**src/rtl/aux_fifo_writer.sv**
```systemverilog
// HDMI aux capture: registers TERC4 aux words during ADE and pushes {timestamp, aux} into the aux send FIFO.
// Bursts are tagged with their starting hcnt; per-line burst count and sticky overflow are reported.
module aux_fifo_writer #(
    parameter int unsigned BURST_LEN = 32,
    parameter int unsigned HW        = 11,
    parameter int unsigned TSW       = 12
) (
    input  logic             fifo_clk,
    input  logic             sys_rst_n,
    input  logic             ade,
    input  logic             vde,
    input  logic [HW-1:0]    hcnt,
    input  logic [11:0]      aux,
    input  logic             fifo_full,
    output logic [TSW+11:0]  fifo_din,
    output logic             fifo_wr_en,
    output logic [3:0]       ade_num,
    output logic             ade_num_vld,
    output logic             overflow,
    output logic             busy
);

    localparam int unsigned    BCW      = (BURST_LEN > 1) ? $clog2(BURST_LEN) : 1;
    localparam logic [BCW-1:0] LAST_IDX = BCW'(BURST_LEN - 1);

    typedef enum logic [1:0] {
        S_IDLE,
        S_BURST,
        S_DROP
    } state_t;

    state_t          r_state;
    state_t          w_state_nxt;

    logic            r_ade1;
    logic            r_vde1;
    logic [11:0]     r_aux1;
    logic [HW-1:0]   r_hcnt1;
    logic            r_s1_vld;

    logic [TSW-1:0]  r_ts;
    logic [TSW-1:0]  w_ts_nxt;
    logic [BCW-1:0]  r_bcnt;
    logic [BCW-1:0]  w_bcnt_nxt;
    logic [3:0]      r_line_bursts;

    logic            w_ade;
    logic            w_last;
    logic            w_wr;
    logic            w_done;
    logic            w_ovf;
    logic            w_line_start;

    always_ff @(posedge fifo_clk) begin
        if (!sys_rst_n) begin
            r_ade1   <= 1'b0;
            r_vde1   <= 1'b0;
            r_aux1   <= '0;
            r_hcnt1  <= '0;
            r_s1_vld <= 1'b0;
        end else begin
            r_ade1   <= ade;
            r_vde1   <= vde;
            r_aux1   <= aux;
            r_hcnt1  <= hcnt;
            r_s1_vld <= 1'b1;
        end
    end

    // ade has priority over a concurrent vde; the overlap is captured as aux data
    assign w_ade        = r_ade1 | (r_ade1 & r_vde1);
    assign w_last       = (r_bcnt == LAST_IDX);
    // r_s1_vld masks the reset value of r_hcnt1 so no spurious line pulse follows reset
    assign w_line_start = r_s1_vld && (r_hcnt1 == '0);
    assign busy         = (r_state != S_IDLE);

    // r_bcnt holds the index of the word about to be consumed in the current burst
    always_comb begin
        w_state_nxt = r_state;
        w_ts_nxt    = r_ts;
        w_bcnt_nxt  = r_bcnt;
        w_wr        = 1'b0;
        w_done      = 1'b0;
        w_ovf       = 1'b0;
        case (r_state)
            S_IDLE: begin
                if (w_ade) begin
                    w_ts_nxt   = TSW'(r_hcnt1);
                    w_bcnt_nxt = BCW'(1);
                    if (!fifo_full) begin
                        w_wr        = 1'b1;
                        w_state_nxt = S_BURST;
                    end else begin
                        w_ovf       = 1'b1;
                        w_state_nxt = S_DROP;
                    end
                end
            end
            S_BURST: begin
                if (!w_ade) begin
                    w_done      = 1'b1;
                    w_state_nxt = S_IDLE;
                end else if (fifo_full) begin
                    w_ovf = 1'b1;
                    if (w_last) begin
                        w_state_nxt = S_IDLE;
                    end else begin
                        w_bcnt_nxt  = r_bcnt + BCW'(1);
                        w_state_nxt = S_DROP;
                    end
                end else begin
                    w_wr = 1'b1;
                    if (w_last) begin
                        w_done      = 1'b1;
                        w_state_nxt = S_IDLE;
                    end else begin
                        w_bcnt_nxt = r_bcnt + BCW'(1);
                    end
                end
            end
            S_DROP: begin
                if (!w_ade || w_last) begin
                    w_state_nxt = S_IDLE;
                end else begin
                    w_bcnt_nxt = r_bcnt + BCW'(1);
                end
            end
            default: begin
                w_state_nxt = S_IDLE;
            end
        endcase
    end

    always_ff @(posedge fifo_clk) begin
        if (!sys_rst_n) begin
            r_state       <= S_IDLE;
            r_ts          <= '0;
            r_bcnt        <= '0;
            r_line_bursts <= '0;
            fifo_din      <= '0;
            fifo_wr_en    <= 1'b0;
            ade_num       <= '0;
            ade_num_vld   <= 1'b0;
            overflow      <= 1'b0;
        end else begin
            r_state     <= w_state_nxt;
            r_ts        <= w_ts_nxt;
            r_bcnt      <= w_bcnt_nxt;
            fifo_wr_en  <= w_wr;
            ade_num_vld <= w_line_start;
            if (w_wr) begin
                fifo_din <= {w_ts_nxt, r_aux1};
            end
            if (w_ovf) begin
                overflow <= 1'b1;
            end
            // a burst finishing on the line-start cycle belongs to the new line
            if (w_line_start) begin
                ade_num       <= r_line_bursts;
                r_line_bursts <= w_done ? 4'd1 : 4'd0;
            end else if (w_done && (r_line_bursts != 4'hF)) begin
                r_line_bursts <= r_line_bursts + 4'd1;
            end
        end
    end

endmodule

```
**config.mk**
```make
export PLATFORM = sky130hd
export DESIGN_NAME = aux_fifo_writer
export DESIGN_NICKNAME = d
export VERILOG_FILES = /design/src/rtl/aux_fifo_writer.sv
export SDC_FILE = /design/constraint.sdc
export NUM_CORES = 1
export LEC_CHECK = 0
export CAP_MARGIN = 20
export CELL_PAD_IN_SITES_DETAIL_PLACEMENT = 1
export CELL_PAD_IN_SITES_GLOBAL_PLACEMENT = 1
export CORE_AREA = 2 2 100 83
export CTS_CLUSTER_DIAMETER = 150
export DETAILED_ROUTE_END_ITERATION = 16
export DIE_AREA = 0 0 102 85
export PLACE_DENSITY = 0.86
export SYNTH_ARGS = -nofsm -noshare
export SYNTH_HDL_FRONTEND = slang
export SYNTH_SLANG_ARGS = --single-unit
```
**constraint.sdc**
```tcl
create_clock -name fifo_clk -period 2.09 [get_ports fifo_clk]
set_input_delay 0.209 -clock fifo_clk [delete_from_list [all_inputs] [get_ports fifo_clk]]
set_output_delay 0.209 -clock fifo_clk [all_outputs]
set_load 0.01 [all_outputs]
```
# Word-level counts from Yosys, hierarchy flattened
# Cells that the tools add are included.
dict set report totals {
  word_cells 69
  regBits 80
  rom_bits 0
  ramBits 0
  n_memories 0
  out_inout_bits 32
  latch_bits 0
}
dict set report op_classes {
  multipliers 0
  n_eq_ne 10
  add_sub_neg 2
  shift 0
  n_mux 29
  bitwise 2
  order_cmp 0
  n_reduce_logical 12
  n_div 0
}
# operator n
set ops {}
lappend ops {{2-to-1 mux 12 bit} 2}
lappend ops {{2-to-1 mux 5 bit} 4}
lappend ops {{one-hot mux 5 bit (3 select lines)} 1}
lappend ops {{2-to-1 mux 2 bit} 7}
lappend ops {{2-to-1 mux 1 bit} 12}
lappend ops {{zero test 11 bit} 1}
lappend ops {{!= test 2 bit, second input constant} 5}
lappend ops {{2-to-1 mux 4 bit} 2}
lappend ops {{!= test 4 bit, second input constant} 2}
lappend ops {{one-hot mux 2 bit (3 select lines)} 1}
lappend ops {{adder 5 x 1 -> 5 bit, second input constant} 1}
lappend ops {{== test 5 bit, second input constant} 1}
lappend ops {{AND reduction 5 bit} 1}
lappend ops {{adder 4 x 1 -> 4 bit, second input constant} 1}
lappend ops {{nonzero test 2 bit} 2}
lappend ops {{AND reduction 3 bit} 1}
lappend ops {{nonzero test 3 bit} 1}
lappend ops {{== test 2 x 1 -> 1 bit, second input constant} 1}
lappend ops {{== test 2 bit, second input constant} 1}
lappend ops {{logical AND 1 bit} 2}
lappend ops {{zero test 2 bit} 1}
lappend ops {{OR reduction 2 bit} 1}
lappend ops {{AND 1 bit} 1}
lappend ops {{zero test 1 bit} 1}
lappend ops {{2 further kinds} 2}

# Logic depth before layout (Yosys ltp)
# Gate-level depths: netlist of the first run.
dict set report depth {
  ltp_word 8
  depth_mapped 9
  depth_no_buf 7
}

# Worst setup path after synthesis of the first run
# No wires, ideal clock.
dict set report synth_path {
  kind {register to register}
  startpoint {register r_bcnt[0]}
  endpoint {register r_bcnt[3]}
  path_stages_with_launch 8
  t_required_ns 2.002
  setup_slack_ns 0.392
  arrival_time_ns 1.610
  setup_time_ns 0.088
  n_path_buf 0
  synth_period_minus_slack_ns 1.698
  path_cell_list {dfxtp_1 ha_1 and3_1 ha_1 and2b_1 o221a_2 nand2_1 o32ai_2}
}
dict set report synth_between {
  elab_chain_len 4
  elab_cells_between_ends 10
  cone_classes {add/sub: 1; eq/ne: 3; mux: 4; reduce/logical: 2}
}
# element line_no
set synth_rtl {}
lappend synth_rtl {{start: declaration} 43} ;# logic [BCW-1:0] r_bcnt;
lappend synth_rtl {{start signal: assignment} 148} ;# r_bcnt <= w_bcnt_nxt;
lappend synth_rtl {{adder 5 x 1 -> 5 bit or == test 5 bit (tied branches)} -}
lappend synth_rtl {{2-to-1 mux 5 bit or logical OR 1 bit (tied branches)} {105, 113, 122}}
lappend synth_rtl {{2-to-1 mux 5 bit or != test 2 bit (tied branches)} -}
lappend synth_rtl {{one-hot mux 5 bit (3 select lines) or AND reduction 5 bit (tied branches)} -}
# Parallel ways exist; a longest one is shown, timed or not. The select of a mux whose other input is x is not followed.
# A chain may end at the register's enable or synchronous reset.

# Worst setup path after layout of the first run
dict set report layout_path {
  startpoint {register r_bcnt[0]}
  endpoint {register r_line_bursts[3]}
}
dict set report layout_between {
  elab_chain_len 7
}
# element line_no
set layout_rtl {}
lappend layout_rtl {{== test 5 bit} 72} ;# assign w_last = (r_bcnt == LAST_IDX);
lappend layout_rtl {{2-to-1 mux 1 bit} 113} ;# if (w_last) begin
lappend layout_rtl {{2-to-1 mux 1 bit} 103} ;# end else if (fifo_full) begin
lappend layout_rtl {{2-to-1 mux 1 bit} 100} ;# if (!w_ade) begin
lappend layout_rtl {{2-to-1 mux 1 bit} 85} ;# case (r_state)
lappend layout_rtl {{logical AND 1 bit} 161} ;# end else if (w_done && (r_line_bursts != 4'hF)) begin
lappend layout_rtl {{nonzero test 2 bit (no source line)} -}
lappend layout_rtl {{end signal: assignment} 160} ;# r_line_bursts <= w_done ? 4'd1 : 4'd0;
lappend layout_rtl {{end signal: assignment} 162} ;# r_line_bursts <= r_line_bursts + 4'd1;
lappend layout_rtl {{end: declaration} 45} ;# logic [3:0] r_line_bursts;
# No other way between the ends.

==> run summary, run 1 <==
========================================================================
Clock buffer depth ........................................            2
Number of hold buffers added after cts ....................            0
Unrepaired setup endpoints after global routing ...........           no
Die span in x .............................................       102 um
Class of the tightest hold or removal check ...............       in2reg
Share of layout cells above drive strength 1 ..............        7.65%
Areal power density over the cells ........................   862 nW/um2
Sequential cell area ......................................     1580 um2
Run status ................................................ finished, final reports clean
Count of cell types in the netlist ........................           37
Upper clock frequency limit ...............................      514 MHz
Nature of the critical path startpoint ....................    flip-flop
Root buffer cell ..........................................     clkbuf_8
Antenna Cells .............................................            0
Via count of the first global-routing pass ................         2286
Type of the worst setup path ..............................      reg2reg
Fraction of met3 tracks used by global routing ............        6.43%
Final worst clock skew ....................................   0.00545 ns
Via total after detailed routing ..........................         2198
Number of flops mapped to enable cells by yosys ...........            0
Final std cell area, no fill ..............................     3750 um2
Post-synthesis area per instance ..........................     9.80 um2
R2R depth .................................................            7
Pin count of the biggest net entering global routing ......           46
Port Buf Inserts ..........................................           58
GR met1 Demand/Resource ...................................        18.3%
Multi-input gate area .....................................     1160 um2
Final HPWL from detailed placement ........................      4.55 mm
Number of nets still failing antenna checks after routing .            0
Time the worst path needs with I/O delays and setup .......      1.94 ns
Grt total ovfl ............................................            0
GP Congestion .............................................        0.806
Max-cap viol count ........................................            0
Net count reported at finish ..............................          385
Routed via count divided by cell count ....................         4.77
Crit. End Element .........................................    flip-flop
Wire length of the first global-routing pass ..............      10.9 mm
Max FO, Critical Path .....................................            4
Aggregate global-route resource usage .....................        16.4%
Final critical-path share of the clock period .............        93.0%
Post-Route Setup TNS ......................................         0 ns
Area of the die ...........................................     8670 um2
Number of top-level design ports ..........................           60
Cell area after synthesis .................................     2850 um2
Pin slew with the least headroom to its limit .............     0.554 ns
Final WL ..................................................      6.54 mm
P_leak ....................................................   0.00149 uW
Yosys warnings ............................................            0
Count of state elements after synthesis ...................           79
Router iterations before antenna repair ...................            6
CTS tree ..................................................          yes
Number of buffers created by CTS ..........................            9
Std-Cell Rows .............................................           29
Fillers ...................................................          885
Worst Path Arrival ........................................      2.23 ns
Skew-Pair Late Insertion Delay ............................      0.35 ns
Core area .................................................     7690 um2
Number of post-CTS setup repair buffers ...................            0
Starting DRC count in detailed routing ....................           38
Effective utilization at floorplan ........................        37.1%
Sequential area share after synthesis .....................        55.5%
Antenna violations before repair ..........................            0
Hold Crit Depth ...........................................            2
Number of max-slew violations in the final report .........            0
Most heavily used metal layer in global routing ...........         met2
Max transition margin .....................................        62.7%
Worst EP required .........................................      2.37 ns
Synth-to-layout area growth ...............................        31.4%
Final Hold Violating Endpoints ............................            0
Number of sinks handled by clock tree synthesis ...........           79
Vertical extent of the die ................................        85 um
CTS clock-pin slew for the worst setup and hold paths .....      0.07 ns
Htree depth ...............................................            3
Post-Place Cell Area ......................................     3530 um2
Final core utilization ....................................        48.7%
Worst IR drop on VDD ......................................       374 uV
Primary FF master, synth ..................................      dfxtp_1
DR WL/cell ................................................      14.2 um
Setup-failing EPs final ...................................            0
Net Count, Synth ..........................................          327
DRC .......................................................            0
R2R Setup Slk .............................................      0.15 ns
Ys async rst share ........................................           0%
Post-synthesis instance total .............................          291
Met2 usage ................................................        28.8%
========================================================================
critical path, cell delays in order, from the launching register on:
cell      delay [ns]
dfxtp_1         0.38
ha_1            0.19
and3_1          0.19
ha_1            0.21
nor2b_2         0.22
o211ai_2        0.15
or3_1           0.39
a21oi_1         0.16
sequential cells by signal, summed over array words and instances, names as in the netlist:
signal,cells
r_hcnt1,11
overflow,1
r_bcnt,5
fifo_wr_en,1
r_s1_vld,1
r_ade1,1
fifo_din,24
r_line_bursts,4
r_state,2
ade_num_vld,1
r_aux1,12
r_ts,12
ade_num,4
per-stage QoR:
stage / hold WS [ns] / cells / setup WS (ns) / power, uW
CTS: 0.409 / 461 / 0.0523 / 3270
global placement: 0.421 / 446 / 0.289 / 2020
global route: 0.409 / 461 / 0.000123 / 3380
detailed placement: 0.432 / 446 / 0.185 / 2050
finish: 0.431 / 461 / 0.146 / 3230
floorplan: 0.237 / 291 / 0.392 / 1870
cells in the mapped netlist (2+ instances only):
library cell,number,area [um2]
a21oi_1,22,110
clkbuf_1,8,30.0
dfxtp_1,79,1580
or3_1,3,18.8
a211oi_1,11,82.6
mux2i_1,18,180
nand3_1,8,40.0
nand2b_1,2,12.5
and2_1,24,150
ha_1,8,100
inv_1,9,33.8
nor2_1,32,120
buf_2,4,20.0
nor4_1,2,12.5
a21o_1,2,15.0
and3_1,2,12.5
nand2_1,34,128
buf_4,2,15.0
o21ai_0,3,15.0
kinds of logic (layout without fill, tap and decap cells):
group / count (synthesis) / count (layout) / share of synthesized area [%]
compound gates: 48 / 48 / 11.1
xor+xnor: 1 / 1 / 0.307
fa+ha+maj: 8 / 8 / 3.51
buf+inv: 24 / 86 / 3.86
flops: 79 / 79 / 55.5
mux: 18 / 18 / 6.32
simple gates: 113 / 113 / 19.4
layout make-up:
cell class,instances,area share (%)
clock buffer,11,3.77
clock inverter,4,1.87
inverter,9,0.902
multi-input combinational,188,31.0
sequential,79,42.2
tap,108,3.61
timing repair buffer,62,16.6
report_power, final:
part / internal [uW] / leakage, uW / switching [uW]
Combinational: 194 / 0.000731 / 199
Sequential: 1570 / 0.000646 / 41.9
Clock: 695 / 0.000109 / 526
Total: 2460 / 0.00149 / 767
cell usage in the layout, fill, tap and decap left out, drive strengths merged, types with 2 or more instances in the layout:
master	Yosys	layout
dfxtp	79	79
clkdlybuf4s50	0	58
nand2	34	34
nor2	33	33
and2	24	24
a21oi	22	22
mux2i	18	18
a211oi	11	11
clkbuf	8	11
inv	9	9
nand3	9	9
ha	8	8
o21ai	4	4
buf	7	4
or3	3	3
and3	2	2
nor4	2	2
nand2b	2	2
a21o	2	2
bufinv	0	2
clkinv	0	2
o211ai	2	2
path summary, 6_finish.rpt:
check,from,to
min,aux[4],r_aux1[4]
max reg2reg,r_bcnt[0],r_line_bursts[3]
min reg2reg,r_aux1[0],fifo_din[0]
max,r_bcnt[0],r_line_bursts[3]
layer usage:
| layer | vias to the layer above | part of all wire, % |
|---|---|---|
| met5 | - | 0 |
| met4 | 0 | 1.3 |
| met3 | 9 | 4.8 |
| met2 | 52 | 53 |
| met1 | 1049 | 41 |
| li1 | 1088 | - |
repair_timing:
| action | in CTS | in global routing |
|---|---|---|
| endpoints found under the hold margin | 0 | 0 |
| gates resized for setup | 0 | 1 |
| endpoints found under the setup margin | 0 | 1 |
Power figures use the tool's default switching activity.
==> run 2, diff against run 1 <==
- CTS_BUF_LIST: not set -> sky130_fd_sc_hd__clkbuf_8 sky130_fd_sc_hd__clkbuf_16
- RECOVER_POWER: not set -> 50
==> run 2 against run 1 <==
  * Clock skew is essentially flat
  * Critical path depth is the same
  * Fmax grew 0.10%
  * Sequential cell count is the same
  * Routed wire length is essentially flat
  * Combinational power shrank 2%
  * Cell count is the same
  * Final area shrank 0.10%
  * First-iteration DRC count shrank 13%
  * Die area is the same
  * Non-clock buffer count is the same
==> run summary, run 2 (same netlist as run 1, synthesis figures left out) <==
===============================================================================
Run status ....................................................... finished, final reports clean   unchanged
Number of max-slew violations in the final report ................            0   unchanged
Worst EP required ................................................      2.37 ns   about the same
Nature of the critical path startpoint ...........................    flip-flop   unchanged
Switching power as a share of total power ........................        23.8%   was 23.7%
Max FO, Critical Path ............................................            4   unchanged
Post-Route Setup TNS .............................................         0 ns   unchanged
Via count of the first global-routing pass .......................         2286   unchanged
Antenna violations before repair .................................            0   unchanged
Number of flip-flops under the largest register name .............           24   unchanged
Net count reported at finish .....................................          385   unchanged
Slowest Stage Delay on Critical Path .............................      0.39 ns   about the same
R2R Setup Slk ....................................................      0.15 ns   about the same
Net switching power ..............................................       764 uW   was 767 uW
Type of the worst setup path .....................................      reg2reg   unchanged
Number of sinks handled by clock tree synthesis ..................           79   unchanged
Final Hold Violating Endpoints ...................................            0   unchanged
Number of hold buffers added after cts ...........................            0   unchanged
Unrepaired setup endpoints after global routing ..................           no   unchanged
Router iterations before antenna repair ..........................            4   was 6
Number of top-level design ports .................................           60   unchanged
Largest regs ..................................................... fifo_din (24), r_aux1 (12), r_ts (12)   unchanged
DRC ..............................................................            0   unchanged
Proportion of power drawn by the clock network ...................        37.8%   about the same
Number of buffers created by CTS .................................            9   unchanged
Core area ........................................................     7690 um2   unchanged
Internal power consumption .......................................      2450 uW   was 2460 uW
Pin slew with the least headroom to its limit ....................      1.32 ns   was 0.554 ns
Post-Place Cell Area .............................................     3530 um2   unchanged
Port Buf Inserts .................................................           58   unchanged
Final std cell area, no fill .....................................     3740 um2   was 3750 um2
DR WL/cell .......................................................      14.2 um   about the same
Areal power density over the cells ...............................   858 nW/um2   was 862 nW/um2
Time the worst path needs with I/O delays and setup ..............      1.94 ns   about the same
GP Congestion ....................................................        0.806   unchanged
Final core utilization ...........................................        48.7%   about the same
P_leak ...........................................................   0.00157 uW   was 0.00149 uW
Number of nets still failing antenna checks after routing ........            0   unchanged
Starting DRC count in detailed routing ...........................           33   was 38
Upper clock frequency limit ......................................      515 MHz   was 514 MHz
Flop pwr share ...................................................        50.2%   was 50.0%
Root buffer cell .................................................     clkbuf_8   unchanged
Class of the tightest hold or removal check ......................       in2reg   unchanged
Worst Path Arrival ...............................................      2.22 ns   was 2.23 ns
Grt total ovfl ...................................................            0   unchanged
Final critical-path share of the clock period ....................        92.9%   was 93.0%
Hold Crit Depth ..................................................            2   unchanged
Skew-Pair Late Insertion Delay ...................................      0.35 ns   about the same
Via total after detailed routing .................................         2196   was 2198
Fillers ..........................................................          887   was 885
Wire length of the first global-routing pass .....................      10.9 mm   unchanged
Post-cts gate resize count .......................................            0   unchanged
CTS tree .........................................................          yes   unchanged
Top library cells by usage in the layout, fill and taps aside .... 79 x dfxtp_1, 34 x nand2_1, 32 x nor2_1   was 79 x dfxtp_1, 58 x clkdlybuf4s50_1, 34 x nand2_1
Number of post-CTS setup repair buffers ..........................            0   unchanged
Final worst clock skew ...........................................   0.00513 ns   was 0.00545 ns
Std-Cell Rows ....................................................           29   unchanged
Most common library cell in the layout ignoring fill and taps ....      dfxtp_1   unchanged
CTS clock-pin slew for the worst setup and hold paths ............      0.07 ns   about the same
Vertical extent of the die .......................................        85 um   unchanged
Share of layout cells above drive strength 1 .....................        7.37%   was 7.65%
Most flops, register .............................................     fifo_din   unchanged
Cell type with the highest occurrence count on the critical path .         ha_1   unchanged
Crit. End Element ................................................    flip-flop   unchanged
Ordered cell list for the critical path .......................... ha_1, and3_1, ha_1, nor2b_2, o211ai_2, or3_1, a21oi_1   unchanged
Gate power share .................................................        12.0%   was 12.2%
Aggregate global-route resource usage ............................        16.4%   unchanged
Die span in x ....................................................       102 um   unchanged
Pin count of the biggest net entering global routing .............           46   unchanged
Worst hold-check slack ...........................................     0.433 ns   was 0.431 ns
Antenna Cells ....................................................            0   unchanged
Max-cap viol count ...............................................            0   unchanged
Worst IR drop on VDD .............................................       374 uV   about the same
R2R depth ........................................................            7   unchanged
Area of the die ..................................................     8670 um2   unchanged
Routed via count divided by cell count ...........................         4.76   was 4.77
Max transition margin ............................................        12.0%   was 62.7%
Setup-failing EPs final ..........................................            0   unchanged
Clock buffer depth ...............................................            2   unchanged
Htree depth ......................................................            3   unchanged
Final HPWL from detailed placement ...............................      4.55 mm   unchanged
Effective utilization at floorplan ...............................        37.1%   unchanged
Final WL .........................................................      6.54 mm   about the same
Slowest CP cell ..................................................        or3_1   unchanged
Synth-to-layout area growth ......................................        31.3%   was 31.4%
===============================================================================
run 2: final timing paths:
path	endpoint	from
worst max-delay path	r_line_bursts[3]	r_bcnt[0]
worst min-delay path	r_aux1[4]	aux[4]
worst min register to register	fifo_din[0]	r_aux1[0]
worst max register to register	r_line_bursts[3]	r_bcnt[0]
run 2: cell type report:
type	count	area (um2)	area share, %
Clock buffer	10	138	3.68
Tap cell	108	135	3.61
Multi-Input combinational cell	188	1160	31.0
Timing Repair Buffer	62	619	16.5
Clock inverter	5	73.8	1.97
Sequential cell	79	1580	42.2
Inverter	9	33.8	0.902
run 2: stage by stage:
step	worst slack, ns	cells	total power [uW]
3_5_place_dp	0.185	446	2050
4_1_cts	0.0523	461	3270
2_1_floorplan	0.392	291	1870
3_3_place_gp	0.289	446	2020
5_1_grt	0.000123	461	3370
6_report	0.148	461	3210
run 2: routing by layer:
metal	GRT usage [%]	part of all wire, %	up-vias
met3	6.43	4.1	9
met1	18.3	42	1053
met2	28.8	53	45
met4	4.85	1.4	0
met5	0	0	-
li1	-	-	1089
run 2: critical path: cells and delay by family (launching register included):
family | cells | cell delay [ns]
adder cells (fa/ha/maj) | 2 | 0.39
AND/OR/NAND/NOR | 3 | 0.80
flip-flops | 1 | 0.37
AO/OA/AOI/OAI | 2 | 0.31
run 2: power by group through the flow:
stage | Clock, uW | Sequential [uW] | Combinational (uW)
detailed placement | 0 | 1650 | 395
CTS | 1250 | 1620 | 398
global placement | 0 | 1650 | 379
floorplan | 0 | 1650 | 225
finish | 1210 | 1610 | 385
global route | 1320 | 1620 | 430
